## config.mk

```make
export PLATFORM = sky130hd
export DESIGN_NAME = edge_event_arbiter
export DESIGN_NICKNAME = d
export VERILOG_FILES = /design/src/rtl/edge_event_arbiter.sv
export SDC_FILE = /design/constraint.sdc
export NUM_CORES = 1
export LEC_CHECK = 0
export ABC_AREA = 1
export CAP_MARGIN = 15
export CORE_MARGIN = 2
export CORE_UTILIZATION = 25
export CTS_CLUSTER_DIAMETER = 150
export DETAILED_ROUTE_END_ITERATION = 10
export GPL_ROUTABILITY_DRIVEN = 0
export PLACE_DENSITY = 0.54
export SLEW_MARGIN = 20
export SYNTH_ARGS = -nofsm -noshare
export SYNTH_HDL_FRONTEND = slang
export SYNTH_SLANG_ARGS = --single-unit
```

## constraint.sdc

```tcl
create_clock -name sys_clk -period 2.8 [get_ports sys_clk]
set_input_delay 0.56 -clock sys_clk [delete_from_list [all_inputs] [get_ports sys_clk]]
set_output_delay 0.56 -clock sys_clk [all_outputs]
set_load 0.05 [all_outputs]
```

## src/rtl/edge_event_arbiter.sv

```systemverilog
// -----------------------------------------------------------------------------
// edge_event_arbiter
//
// Purpose:
//   Shares one event output stream between CH_NUM asynchronous input lines.
//   Each line is synchronised, edge-detected according to its own mode and
//   latched as a pending event. A round-robin arbiter serialises the pending
//   events onto a single valid/ready stream carrying channel index and edge
//   polarity.
//
// Ports:
//   sys_clk    in   clock
//   sys_rst_n  in   asynchronous active-low reset
//   sig_in     in   [CH_NUM]    raw asynchronous input lines
//   edge_mode  in   [2*CH_NUM]  per channel {fall_en, rise_en}: 00 off,
//                               01 rising, 10 falling, 11 both
//   evt_valid  out  event available on evt_ch / evt_rise
//   evt_ready  in   consumer accepts the event when high with evt_valid
//   evt_ch     out  [IDX_W]     channel index of the presented event
//   evt_rise   out  1 = rising edge, 0 = falling edge
//   ovf        out  [CH_NUM]    sticky per-channel overflow flags
//   ovf_clr    in   [CH_NUM]    per-channel synchronous clear of ovf
// -----------------------------------------------------------------------------
module edge_event_arbiter #(
  parameter int CH_NUM = 4,
  parameter int IDX_W  = 2
) (
  input  logic                sys_clk,
  input  logic                sys_rst_n,
  input  logic [CH_NUM-1:0]   sig_in,
  input  logic [2*CH_NUM-1:0] edge_mode,
  output logic                evt_valid,
  input  logic                evt_ready,
  output logic [IDX_W-1:0]    evt_ch,
  output logic                evt_rise,
  output logic [CH_NUM-1:0]   ovf,
  input  logic [CH_NUM-1:0]   ovf_clr
);

  // ---------------------------------------------------------------------------
  // Control FSM: WARMUP holds edge detection off for the first three clocks
  // after reset release, while the synchroniser and delay flops fill with the
  // real line levels. A line held high through reset therefore never looks
  // like a rising edge.
  // ---------------------------------------------------------------------------
  typedef enum logic [0:0] {
    ST_WARMUP = 1'b0,
    ST_RUN    = 1'b1
  } state_e;

  state_e     state_q;
  logic [1:0] warm_cnt_q;
  logic       det_en_q;   // registered FSM output: edge detection enabled

  always_ff @(posedge sys_clk or negedge sys_rst_n) begin
    if (!sys_rst_n) begin
      state_q    <= ST_WARMUP;
      warm_cnt_q <= 2'd0;
      det_en_q   <= 1'b0;
    end else begin
      case (state_q)
        ST_WARMUP: begin
          // Third clock after release: detection becomes active from the
          // following cycle onward.
          if (warm_cnt_q == 2'd2) begin
            state_q  <= ST_RUN;
            det_en_q <= 1'b1;
          end else begin
            warm_cnt_q <= warm_cnt_q + 2'd1;
          end
        end
        ST_RUN: begin
          det_en_q <= 1'b1;
        end
        default: begin
          state_q  <= ST_WARMUP;
          det_en_q <= 1'b0;
        end
      endcase
    end
  end

  // ---------------------------------------------------------------------------
  // Synchroniser (s0, s1) and delay flop (d) for every channel.
  // ---------------------------------------------------------------------------
  logic [CH_NUM-1:0] s0_q;
  logic [CH_NUM-1:0] s1_q;
  logic [CH_NUM-1:0] d_q;

  always_ff @(posedge sys_clk or negedge sys_rst_n) begin
    if (!sys_rst_n) begin
      s0_q <= '0;
      s1_q <= '0;
      d_q  <= '0;
    end else begin
      s0_q <= sig_in;
      s1_q <= s0_q;
      d_q  <= s1_q;
    end
  end

  // ---------------------------------------------------------------------------
  // Pending state, overflow flags, output register and round-robin pointer.
  // ---------------------------------------------------------------------------
  logic [CH_NUM-1:0] pend_q;
  logic [CH_NUM-1:0] pend_d;
  logic [CH_NUM-1:0] pend_rise_q;
  logic [CH_NUM-1:0] pend_rise_d;
  logic [CH_NUM-1:0] ovf_q;
  logic [CH_NUM-1:0] ovf_d;

  logic              evt_valid_q;
  logic              evt_valid_d;
  logic [IDX_W-1:0]  evt_ch_q;
  logic [IDX_W-1:0]  evt_ch_d;
  logic              evt_rise_q;
  logic              evt_rise_d;
  logic [IDX_W-1:0]  ptr_q;
  logic [IDX_W-1:0]  ptr_d;

  logic [CH_NUM-1:0] rise_det;
  logic [CH_NUM-1:0] fall_det;
  logic [CH_NUM-1:0] edge_hit;
  logic [CH_NUM-1:0] grant_ch;
  logic [CH_NUM-1:0] ovf_set;

  logic              load;
  logic [IDX_W-1:0]  win_idx;
  logic [IDX_W-1:0]  hi_idx;
  logic              hi_found;
  logic [IDX_W-1:0]  lo_idx;

  // ---------------------------------------------------------------------------
  // Round-robin winner: the lowest pending channel above ptr if any exists,
  // otherwise the lowest pending channel overall (the wrap back to 0).
  // Scanning downward lets the last match be the lowest index.
  // ---------------------------------------------------------------------------
  always_comb begin
    hi_found = 1'b0;
    hi_idx   = '0;
    lo_idx   = '0;
    for (int i = CH_NUM - 1; i >= 0; i--) begin
      if (pend_q[i]) begin
        lo_idx = IDX_W'(i);
        if (i > int'(ptr_q)) begin
          hi_found = 1'b1;
          hi_idx   = IDX_W'(i);
        end
      end
    end
    win_idx = hi_found ? hi_idx : lo_idx;
  end

  // The output register is free when empty or being accepted this cycle.
  assign load = (~evt_valid_q | evt_ready) & (|pend_q);

  // ---------------------------------------------------------------------------
  // Per-channel edge qualification and pending / overflow next state.
  // ---------------------------------------------------------------------------
  for (genvar gi = 0; gi < CH_NUM; gi++) begin : g_ch
    localparam logic [IDX_W-1:0] CH_IDX = IDX_W'(gi);

    assign rise_det[gi] = det_en_q & edge_mode[2*gi]   &  s1_q[gi] & ~d_q[gi];
    assign fall_det[gi] = det_en_q & edge_mode[2*gi+1] & ~s1_q[gi] &  d_q[gi];
    assign edge_hit[gi] = rise_det[gi] | fall_det[gi];

    assign grant_ch[gi] = load & (win_idx == CH_IDX);

    // A new edge always leaves the channel pending with the newest type,
    // even when the old event is being granted in the same cycle.
    assign pend_d[gi]      = edge_hit[gi] | (pend_q[gi] & ~grant_ch[gi]);
    assign pend_rise_d[gi] = edge_hit[gi] ? rise_det[gi] : pend_rise_q[gi];

    // Overwriting a pending event that is not leaving this cycle loses it.
    assign ovf_set[gi] = edge_hit[gi] & pend_q[gi] & ~grant_ch[gi];
    // Set dominates clear.
    assign ovf_d[gi]   = ovf_set[gi] | (ovf_q[gi] & ~ovf_clr[gi]);
  end

  // ---------------------------------------------------------------------------
  // Output register next state. Event fields only change on a load, so they
  // stay stable while the consumer stalls.
  // ---------------------------------------------------------------------------
  always_comb begin
    evt_valid_d = evt_valid_q;
    evt_ch_d    = evt_ch_q;
    evt_rise_d  = evt_rise_q;
    ptr_d       = ptr_q;
    if (load) begin
      evt_valid_d = 1'b1;
      evt_ch_d    = win_idx;
      evt_rise_d  = pend_rise_q[win_idx];
      ptr_d       = win_idx;
    end else if (evt_ready) begin
      evt_valid_d = 1'b0;
    end
  end

  always_ff @(posedge sys_clk or negedge sys_rst_n) begin
    if (!sys_rst_n) begin
      pend_q      <= '0;
      pend_rise_q <= '0;
      ovf_q       <= '0;
      evt_valid_q <= 1'b0;
      evt_ch_q    <= '0;
      evt_rise_q  <= 1'b0;
      // Starting at the top channel makes channel 0 the first priority.
      ptr_q       <= IDX_W'(CH_NUM - 1);
    end else begin
      pend_q      <= pend_d;
      pend_rise_q <= pend_rise_d;
      ovf_q       <= ovf_d;
      evt_valid_q <= evt_valid_d;
      evt_ch_q    <= evt_ch_d;
      evt_rise_q  <= evt_rise_d;
      ptr_q       <= ptr_d;
    end
  end

  assign evt_valid = evt_valid_q;
  assign evt_ch    = evt_ch_q;
  assign evt_rise  = evt_rise_q;
  assign ovf       = ovf_q;

endmodule

```

## Word level (Yosys, flattened, before mapping)

Cells that the tools add are included.

- Flip-flop bits (word level): 34
- Logic and storage cells: 132
- Input port bits: 19
- Output and inout bits: 8

- Magnitude comparators: 4
- Add/subtract/negate cells: 1
- Reductions and logical operators: 4
- Bitwise operators: 77
- Multiplexer cells: 25
- Equality and inequality tests: 5

Operators by type and width:

| kind | number |
|---|---|
| 1-bit AND | 45 |
| 2-bit two-way mux | 11 |
| 1-bit inverter | 19 |
| 1-bit OR | 13 |
| 1-bit two-way mux | 12 |
| 2-bit == test (second input constant) | 3 |
| 2-bit greater-than comparator (first input constant) | 2 |
| 4-bit OR reduction | 1 |
| 2-bit by 3-bit < comparator with 1-bit output (second input constant) | 1 |
| 2-bit by 1-bit adder with 2-bit output (second input constant) | 1 |
| 1-bit binary-select mux with 2-bit select | 1 |
| 2-bit by 1-bit == test with 1-bit output (second input constant) | 1 |
| 1-bit by 2-bit greater-than comparator with 1-bit output (first input constant) | 1 |
| 2-bit logical NOT | 1 |
| 2-bit inequality test (second input constant) | 1 |
| 1-bit case mux with 2 select lines | 1 |
| 2-bit AND reduction | 1 |
| 2-bit nonzero test | 1 |

## Logic depth before layout (Yosys ltp)

Gate-level depths: netlist of the first run.

- Depth in word-level cells: 13
- Gate-level depth with buffers: 10
- Depth with buffers taken out: 10

## Worst setup path before layout of the first run

No wires, ideal clock.

- Path type: register to register
- Start point: register evt_valid_q, in the netlist evt_valid
- End point: register evt_rise_q, in the netlist evt_rise
- Path buffers: 0
- Path slack: 1392 ps
- Period minus slack after synthesis: 1408 ps
- Library setup time: 125 ps
- Data required time: 2675 ps
- Cell stages (with the launch flop): 8
- Arrival time: 1283 ps
- Cells stage by stage: dfrtp_1 > inv_1 > o21ai_4 > inv_2 > nand2_2 > inv_2 > nand3_1 > nand3_1

- Word-level cells in the longest chain between the ends: 3

Ends and longest elaborated chain:

| element | line | RTL |
|---|---|---|
| start, declared | 112 | `logic evt_valid_q;` |
| start signal, assigned | 213 | `evt_valid_q <= evt_valid_d;` |
| 1-bit inverter | 155 | `assign load = (~evt_valid_q \| evt_ready) & (\|pend_q);` |
| 1-bit OR | 155 |  |
| 1-bit AND | 155 |  |
| end signal, assigned | 215 | `evt_rise_q <= evt_rise_d;` |
| end, declared | 116 | `logic evt_rise_q;` |

No other way between the ends.
A chain may end at the register's enable or synchronous reset.

## Worst setup path after layout of the first run

- Start point: register evt_rise_q, in the netlist evt_rise
- End point: output evt_rise

RTL lines:

| element | line | RTL |
|---|---|---|
| end, declared | 35 | `output logic evt_rise,` |

No word-level cell between the ends.

==> results of run 1 <==
[final timing paths]
check                            to  slack, ns      start  depth (start not counted)
setup reg to reg             ovf[0]       1.39   ptr_q[1]                          7
hold / removal              s1_q[1]       0.35    s0_q[1]                          0
min in group asynchronous   s0_q[2]       0.68  sys_rst_n                          2
hold reg to reg             s1_q[1]       0.35    s0_q[1]                          0
max in group asynchronous  ptr_q[0]       1.78  sys_rst_n                          2
setup / recovery           evt_rise       0.80   evt_rise                          1
[kinds of logic after synthesis]
group,Yosys count,share of synthesized area [%]
and+or+nand+nor,68,22.4
AOI/OAI and AO/OA,14,6.44
buffers and inverters,25,6.90
DFF,34,62.7
adders and majority gates,1,0.920
xor gates and xnor gates,1,0.644
[worst register-to-register path: stages (launching register included)]
cell and delay (ns):
sky130_fd_sc_hd__dfstp_2 0.56, sky130_fd_sc_hd__inv_1 0.06, sky130_fd_sc_hd__o21ai_1 0.16, sky130_fd_sc_hd__nand2_1 0.08, sky130_fd_sc_hd__nand2_2 0.12, sky130_fd_sc_hd__nand2_2 0.07, sky130_fd_sc_hd__nor2_1 0.16, sky130_fd_sc_hd__o22ai_1 0.09
[registers in the layout, indices dropped and copies added (netlist names)]
name	cells
d_q	4
det_en_q	1
pend_rise_q	4
state_q	1
evt_ch	2
warm_cnt_q	2
evt_rise	1
ptr_q	2
pend_q	4
evt_valid	1
s0_q	4
s1_q	4
ovf	4
[cell usage after synthesis]
library cell	count
sky130_fd_sc_hd__o22ai_1	1
sky130_fd_sc_hd__nand2_1	28
sky130_fd_sc_hd__o21bai_1	1
sky130_fd_sc_hd__nand2_2	3
sky130_fd_sc_hd__a21oi_1	1
sky130_fd_sc_hd__ha_1	1
sky130_fd_sc_hd__nor2_1	15
sky130_fd_sc_hd__dfstp_2	2
sky130_fd_sc_hd__o21ai_0	7
sky130_fd_sc_hd__o21ai_4	1
sky130_fd_sc_hd__nand2_4	1
sky130_fd_sc_hd__xor2_1	1
sky130_fd_sc_hd__nand3_1	17
sky130_fd_sc_hd__o21ai_1	2
sky130_fd_sc_hd__nor2_2	1
sky130_fd_sc_hd__nor3_1	1
sky130_fd_sc_hd__inv_1	23
sky130_fd_sc_hd__inv_2	2
sky130_fd_sc_hd__nand4_1	1
sky130_fd_sc_hd__o31ai_1	1
sky130_fd_sc_hd__dfrtp_1	32
sky130_fd_sc_hd__nor3_2	1
[layer usage]
layer	global-route usage (%)	share of wire [%]
met1	11.6	47
met2	14.7	47
met3	3.37	5.5
met4	3.21	0.65
met5	0	0
[power groups by stage]
stage | clock [uW] | sequential (uW) | combinational (uW)
final | 372 | 685 | 703
after detailed placement | 0 | 696 | 712
after global routing | 413 | 702 | 783
after floorplan | 0 | 840 | 345
after CTS | 388 | 687 | 714
after global placement | 0 | 696 | 705
[layout make-up]
cell class / instances / area (sq um)
sequential: 34 / 853
fill: 550 / 3360
tap: 70 / 87.6
clock inverter: 2 / 12.5
inverter: 25 / 93.8
multi-input combinational: 84 / 413
timing repair buffer: 27 / 268
clock buffer: 6 / 82.6
[per-stage QoR]
step	worst slack, ns	power, uW	hold WS [ns]
4_1_cts	0.786	1790	0.353
3_5_place_dp	1.03	1410	0.336
3_3_place_gp	1.06	1400	0.332
2_1_floorplan	1.39	1180	0.264
6_report	0.805	1760	0.351
5_1_grt	0.740	1900	0.358
==> flow_metrics.py, run 1 <==
metrics = {
    "outcome": {
        "outcome": "finished, final reports clean",
    },
    "route": {
        "drt_first_iter_violations": 30,
        "drtPass1Iterations": 4,
        "drcViolationCount": 0,
        "vias_per_cell": 4.00,
        "antenna_violating_nets_left": 0,
        "drt-total-wl_microns": 2470,
        "drt-wirelength-per-cell_microns": 9.94,
        "via_total_after_detailed_routing": 993,
    },
    "cts": {
        "post-cts-setup-buffers": 0,
        "cts.repair.resized": 0,
        "tritoncts": "built",
        "clock_insertion_delay_at_the_later_pin_of_the_skew_report_ns": 0.28,
        "cts_num_sinks": 34,
        "clk_transition_reported_paths_ns": 0.07,
        "postCtsHoldBufs": 0,
        "cts-root-buf": "sky130_fd_sc_hd__clkbuf_8",
        "cts_max_level": 2,
        "ctsLongestPathBuffers": 2,
        "cts_inserted_buffers": 5,
    },
    "layout": {
        "nets": 197,
        "finish.instance_area_sq_um": 1810,
        "n_antenna_cell": 0,
        "finalCoreUtilization_pct": 35.0,
        "final_layout_size_suffix_gt1_share_pct": 11.2,
        "syn_to_final_growth_pct": 33.1,
        "layout_common_cells": "32 x sky130_fd_sc_hd__dfrtp_1, 28 x sky130_fd_sc_hd__nand2_1, 26 x sky130_fd_sc_hd__clkdlybuf4s50_1",
        "stdcell_count": 248,
        "leading_cell_type_in_the_layout_fill_and_taps_excluded": "sky130_fd_sc_hd__dfrtp_1",
    },
    "setup_path": {
        "worstPathArrival_ns": 1.44,
        "crit_required_ns": 2.24,
        "cp_launch_type": "flop",
        "critical-path-max-stage-delay_ns": 0.81,
        "cp.buffers_inverters": 1,
        "crit_path_max_fanout": 2,
        "setup.worst_path.class": "reg2out",
        "critical-path-slowest-cell": "sky130_fd_sc_hd__clkdlybuf4s50_1",
        "crit_path_cell_trace": "clkdlybuf4s50_1",
        "timing.critical_path.max_delay_family": "buffers and inverters",
        "critPathCaptureType": "output port",
    },
    "floorplan": {
        "io_pins": 27,
        "floorplan.die.height_microns": 77.8,
        "floorplan.die_area_sq_um": 6050,
        "effective_utilization_at_floorplan_pct": 26.3,
        "core_area_sq_um": 5170,
        "row_count": 26,
        "die_width_microns": 77.8,
    },
    "power_and_ir_drop": {
        "vdd_drop_max_mv": 0.390,
        "clock_power_share_pct": 21.1,
        "powerDensity_nw_per_um2": 972,
        "p_sw_share_pct": 40.4,
        "comb_power_share_pct": 40.0,
        "share_seq_of_total_power_pct": 38.9,
        "p_leak_uw": 0.000869,
        "p_int_uw": 1050,
        "switch_pwr_uw": 712,
    },
    "synthesis": {
        "syn-mean-instance-area_sq_um": 9.51,
        "synthesis.instances": 143,
        "synth_area_leader_cell": "sky130_fd_sc_hd__dfrtp_1",
        "yosys_register_bits": 34,
        "mappedNetlistArea_sq_um": 1360,
        "synthesis.nets": 163,
        "synth.yosys.seq_area_share_pct": 62.7,
        "yosys_warnings": 0,
        "synth.distinct_cells": 22,
        "netlist.area_leader.share_pct": 58.9,
        "ys_top_cells_by_area": "sky130_fd_sc_hd__dfrtp_1 59%, sky130_fd_sc_hd__nand2_1 7.7%, sky130_fd_sc_hd__inv_1 6.3%, sky130_fd_sc_hd__nand3_1 6.3%, sky130_fd_sc_hd__nor2_1 4.1%",
    },
    "placed_design": {
        "placed_area_sq_um": 1720,
        "port_buffers": 26,
        "dp.cells": 240,
        "place_hpwl_microns": 1850,
    },
    "global_route": {
        "first_global_vias": 981,
        "global_route.overflow_total": 0,
        "grt_pass1_wl_microns": 4370,
        "grt_antenna_before_repair": 0,
        "grt_usage_pct": 9.25,
        "maximum_number_of_pins_on_one_net_before_global_route_repair": 35,
    },
    "timing": {
        "finalHoldViolCount": 0,
        "fin_crit_sh_pct": 71.3,
        "finalCriticalPeriod_ns": 2.00,
        "layout_skew_ns": 0.00451,
        "final_max_slew_viol_count": 0,
        "max-slew-margin-rel_pct": 66.5,
        "maxClockFrequency_mhz": 501,
        "setup_total_negative_slack_ns": 0,
        "timing.final.setup_violations": 0,
        "worst_slew_pin_slew_ns": 0.501,
        "rsz0062_at_grt": "no",
    },
    "flow_run": {
        "max-cap-violations": 0,
    },
    "min_path": {
        "timing.hold.worst.class": "reg2reg",
    },
}
(Power assumes the default switching activity.)
==> run 2: changes to the inputs <==
PLACE_DENSITY = 0.55   (was 0.54)
clock period = 1.8 ns   (was 2.8 ns; I/O delays follow)
==> flow_metrics.py, run 2 (same netlist as run 1, synthesis figures left out) <==
metrics = {
    "timing": {
        "finalCriticalPeriod_ns": 1.39,
        "maxClockFrequency_mhz": 718,
        "timing.final.setup_violations": 0,
        "layout_skew_ns": 0.00328,
        "rsz0062_at_grt": "no",
        "setup_total_negative_slack_ns": 0,
        "fin_crit_sh_pct": 77.4,
        "worst_slew_pin_slew_ns": 0.332,
        "finalHoldViolCount": 0,
        "final_max_slew_viol_count": 0,
        "max-slew-margin-rel_pct": 77.7,
    },
    "setup_path": {
        "worstPathArrival_ns": 1.56,
        "worst_r2r_startpoint": "ptr_q[1]",
        "timing.critical_path.max_delay_family": "flip-flops",
        "worstRegToRegCells": 7,
        "setup.worst_path.class": "reg2reg",
        "crit_path_cell_trace": "inv_1 > o21ai_1 > nand2_1 > nand2_2 > nand2_4 > nor2_1 > o22ai_1",
        "crit_required_ns": 1.96,
        "regToRegSetupSlack_ns": 0.41,
        "crit_path_max_fanout": 6,
        "critical-path-slowest-cell": "sky130_fd_sc_hd__dfstp_2",
        "cp_launch_type": "flop",
        "critPathCaptureType": "flop",
        "critical-path-max-stage-delay_ns": 0.56,
        "cp.buffers_inverters": 1,
        "critical_path.reg2reg.endpoint": "ovf[0]",
    },
    "floorplan": {
        "floorplan.die.height_microns": 77.8,
        "io_pins": 27,
        "die_width_microns": 77.8,
        "effective_utilization_at_floorplan_pct": 26.3,
        "row_count": 26,
        "floorplan.die_area_sq_um": 6050,
        "core_area_sq_um": 5170,
    },
    "cts": {
        "postCtsHoldBufs": 0,
        "cts-root-buf": "sky130_fd_sc_hd__clkbuf_8",
        "post-cts-setup-buffers": 0,
        "cts_max_level": 2,
        "cts_inserted_buffers": 5,
        "clk_transition_reported_paths_ns": 0.07,
        "clock_insertion_delay_at_the_later_pin_of_the_skew_report_ns": 0.28,
        "cts_num_sinks": 34,
        "tritoncts": "built",
        "cts.repair.resized": 0,
        "ctsLongestPathBuffers": 2,
    },
    "flow_run": {
        "max-cap-violations": 0,
    },
    "route": {
        "drt_first_iter_violations": 44,
        "vias_per_cell": 4.11,
        "via_total_after_detailed_routing": 1020,
        "antenna_violating_nets_left": 0,
        "drtPass1Iterations": 4,
        "drcViolationCount": 0,
        "drt-wirelength-per-cell_microns": 10.4,
        "drt-total-wl_microns": 2590,
    },
    "global_route": {
        "first_global_vias": 997,
        "grt_antenna_before_repair": 0,
        "maximum_number_of_pins_on_one_net_before_global_route_repair": 35,
        "grt_usage_pct": 9.67,
        "grt_pass1_wl_microns": 4450,
        "global_route.overflow_total": 0,
    },
    "layout": {
        "final_layout_size_suffix_gt1_share_pct": 15.7,
        "leading_cell_type_in_the_layout_fill_and_taps_excluded": "sky130_fd_sc_hd__dfrtp_1",
        "nets": 197,
        "layout_common_cells": "32 x sky130_fd_sc_hd__dfrtp_1, 28 x sky130_fd_sc_hd__nand2_1, 23 x sky130_fd_sc_hd__inv_1",
        "finalCoreUtilization_pct": 35.1,
        "filler_cells_inserted": 536,
        "n_antenna_cell": 0,
        "syn_to_final_growth_pct": 33.7,
    },
    "power_and_ir_drop": {
        "p_leak_uw": 0.000893,
        "power_uw": 2790,
        "powerDensity_nw_per_um2": 1540,
        "vdd_drop_max_mv": 0.531,
    },
    "outcome": {
        "outcome": "finished, final reports clean",
    },
    "placed_design": {
        "port_buffers": 26,
        "place_hpwl_microns": 1900,
    },
    "min_path": {
        "min_delay_path_depth": 0,
        "hold-path-endpoint": "s1_q[3]",
        "timing.hold.worst.class": "reg2reg",
        "timing.hold.worst.start": "s0_q[3]",
    },
}
run 2: layout make-up:
cell class              instances  area, sq um  share of cell area (%)
flip-flops and latches         34          853                    46.9
multi-input cells              84          413                    22.7
repair buffers                 27          260                    14.3
clock buffers                   8          110                    6.06
inverters                      25         93.8                    5.16
well taps                      70         87.6                    4.82
run 2: report_power, final:
part | internal (uW) | leakage, uW | switching (uW)
Clock | 386 | 0.0000575 | 268
Sequential | 951 | 0.000390 | 115
Combinational | 351 | 0.000446 | 722
Total | 1690 | 0.000893 | 1110
run 2: how the worst max path moves through the flow:
stage / startpoint / endpoint / slack (ns) / depth (start not counted)
floorplan: evt_valid / evt_rise / 0.39 / 7
global placement: evt_ready / evt_rise / 0.26 / 7
detailed placement: evt_ready / evt_rise / 0.23 / 7
CTS: ptr_q[1] / ovf[0] / 0.40 / 7
global route: ptr_q[0] / ovf[0] / 0.25 / 7
finish: ptr_q[1] / ovf[0] / 0.41 / 7
run 2: layer usage:
layer,part of all wire [%],global-route usage (%)
met1,46,11.5
met3,6.2,3.60
met4,1.8,4.29
met5,0,0
met2,46,15.5
run 2: through the flow:
step	hold slack [ns]	std cells	worst slack [ns]	area (sq um)
global placement	0.332	240	0.264	1710
detailed placement	0.336	240	0.229	1710
global route	0.364	248	0.246	1820
finish	0.348	248	0.406	1820
CTS	0.351	248	0.403	1820
floorplan	0.0644	143	0.392	1360
==> run 3: changes to the inputs <==
clock period = 1.1 ns   (was 1.8 ns; I/O delays follow)
==> flow_metrics.py, run 3 (same netlist as run 1, synthesis figures left out) <==
metrics = {
    "route": {
        "drt-total-wl_microns": 2710,
        "drtPass1Iterations": 4,
        "via_total_after_detailed_routing": 1085,
        "drt-wirelength-per-cell_microns": 9.95,
        "met2_routed_length_microns": 1320,
        "drt_first_iter_violations": 48,
        "top_signal_layer_used": "met4",
        "drcViolationCount": 0,
        "wl_met1_microns": 1270,
        "routed-wl-met3_microns": 105,
        "vias_per_cell": 3.99,
        "antenna_violating_nets_left": 0,
    },
    "placed_design": {
        "port_buffers": 26,
        "place_hpwl_microns": 1960,
        "placed_area_sq_um": 1930,
    },
    "layout": {
        "final_layout_size_suffix_gt1_share_pct": 38.1,
        "filler_cells_inserted": 523,
        "n_antenna_cell": 0,
        "syn_to_final_growth_pct": 60.3,
        "nets": 221,
        "finish.instance_area_sq_um": 2180,
        "leading_cell_type_in_the_layout_fill_and_taps_excluded": "sky130_fd_sc_hd__dfrtp_1",
        "layout_common_cells": "31 x sky130_fd_sc_hd__dfrtp_1, 25 x sky130_fd_sc_hd__nand2_1, 22 x sky130_fd_sc_hd__buf_4",
    },
    "floorplan": {
        "io_pins": 27,
        "core_area_sq_um": 5170,
        "effective_utilization_at_floorplan_pct": 26.3,
        "floorplan.die.height_microns": 77.8,
        "die_width_microns": 77.8,
        "row_count": 26,
        "floorplan.die_area_sq_um": 6050,
    },
    "global_route": {
        "grt_pass1_wl_microns": 4730,
        "maximum_number_of_pins_on_one_net_before_global_route_repair": 35,
        "first_global_vias": 1075,
        "global_route.overflow_total": 0,
        "grt_usage_pct": 10.0,
        "grt_antenna_before_repair": 0,
    },
    "setup_path": {
        "crit_path_cell_trace": "inv_2 > o21ai_2 > nand2_1 > nand2_2 > nand2_4 > nor2_4 > o21bai_1",
        "worstPathArrival_ns": 1.54,
        "critical-path-slowest-cell": "sky130_fd_sc_hd__dfstp_2",
        "crit_required_ns": 1.27,
        "crit_path_max_fanout": 6,
        "regToRegSetupSlack_ns": -0.28,
        "worst_r2r_startpoint": "ptr_q[1]",
        "worstSetupStartpoint": "ptr_q[1]",
        "critPathCaptureType": "flop",
        "cp_launch_type": "flop",
        "setup.worst_path.class": "reg2reg",
        "critical-path-max-stage-delay_ns": 0.57,
        "critical_path.reg2reg.endpoint": "pend_q[0]",
        "crit_path_end": "pend_q[0]",
        "worstRegToRegCells": 7,
    },
    "timing": {
        "timing.final.setup_violations": 14,
        "finalHoldViolCount": 0,
        "final_max_slew_viol_count": 0,
        "maxClockFrequency_mhz": 727,
        "finalCriticalPeriod_ns": 1.38,
        "fin_crit_sh_pct": 125,
        "rsz0062_at_grt": "yes",
        "worst_slew_pin_slew_ns": 0.241,
        "setup_slack_ns": -0.276,
        "max-slew-margin-rel_pct": 83.8,
        "layout_skew_ns": 0.00817,
    },
    "cts": {
        "clk_transition_reported_paths_ns": 0.07,
        "cts_max_level": 2,
        "ctsLongestPathBuffers": 2,
        "tritoncts": "built",
        "postCtsHoldBufs": 0,
        "clock_insertion_delay_at_the_later_pin_of_the_skew_report_ns": 0.28,
        "cts_num_sinks": 34,
        "cts-root-buf": "sky130_fd_sc_hd__clkbuf_8",
        "cts_inserted_buffers": 5,
    },
    "min_path": {
        "timing.hold.worst.class": "in2async",
    },
    "outcome": {
        "violated_checks": "setup timing",
        "outcome": "finished with violations",
    },
    "power_and_ir_drop": {
        "powerDensity_nw_per_um2": 2510,
        "p_leak_uw": 0.00105,
        "vdd_drop_max_mv": 1.10,
        "power_uw": 5470,
    },
    "flow_run": {
        "max-cap-violations": 0,
    },
}
## run 3: how the worst min path moves through the flow
stage	depth (start not counted)	slack, ns	end	start
3_5_place_dp	0	0.34	s1_q[0]	s0_q[0]
4_1_cts	2	0.30	pend_rise_q[1]	sys_rst_n
6_report	2	0.31	pend_rise_q[1]	sys_rst_n
3_3_place_gp	0	0.33	s1_q[2]	s0_q[2]
5_1_grt	2	0.32	ovf[1]	sys_rst_n
2_1_floorplan	0	-0.08	d_q[0]	sys_rst_n
## run 3: layout make-up
cell class | instances | area (sq um) | area share (%)
Clock buffer | 6 | 82.6 | 3.79
Clock inverter | 2 | 12.5 | 0.574
Inverter | 25 | 98.8 | 4.53
Multi-Input combinational cell | 84 | 497 | 22.8
Sequential cell | 34 | 855 | 39.2
Tap cell | 70 | 87.6 | 4.02
Timing Repair Buffer | 51 | 548 | 25.1
## run 3: power breakdown
part           switching [uW]  leakage [uW]  total, uW  internal, uW
combinational            1460      0.000611       2710          1250
clock                     447     0.0000472        950           503
sequential                249      0.000390       1810          1560
## run 3: layer usage
metal  GRT usage, %  vias to the layer above
li1               -                      566
met3           2.79                        2
met4           4.29                        0
met1           12.6                      500
met5              0                        -
met2           16.1                       17
## run 3: worst max-delay path, delay by kind of cell, from the launching register on
kind | cells | cell delay [ns]
compound gates | 2 | 0.22
buf+inv | 1 | 0.05
flops | 1 | 0.57
simple gates | 4 | 0.43
## run 3: stage by stage
step / utilization [%] / cells / hold WS (ns) / setup WS, ns / TNS (ns)
after global routing: 42.2 / 272 / 0.319 / -0.345 / -4.16
final: 42.2 / 272 / 0.306 / -0.276 / -2.97
after CTS: 40.8 / 268 / 0.304 / -0.231 / -2.61
after detailed placement: 37.3 / 255 / 0.336 / -0.259 / -3.09
after global placement: 37.3 / 255 / 0.333 / -0.229 / -2.87
after floorplan: - / 143 / -0.0756 / -0.134 / -0.925
## run 3: what timing repair did
action                     CTS  global route
gates resized for setup     13            13
setup buffers                7             4
pin swaps                    9            11
setup endpoints to repair   17            25
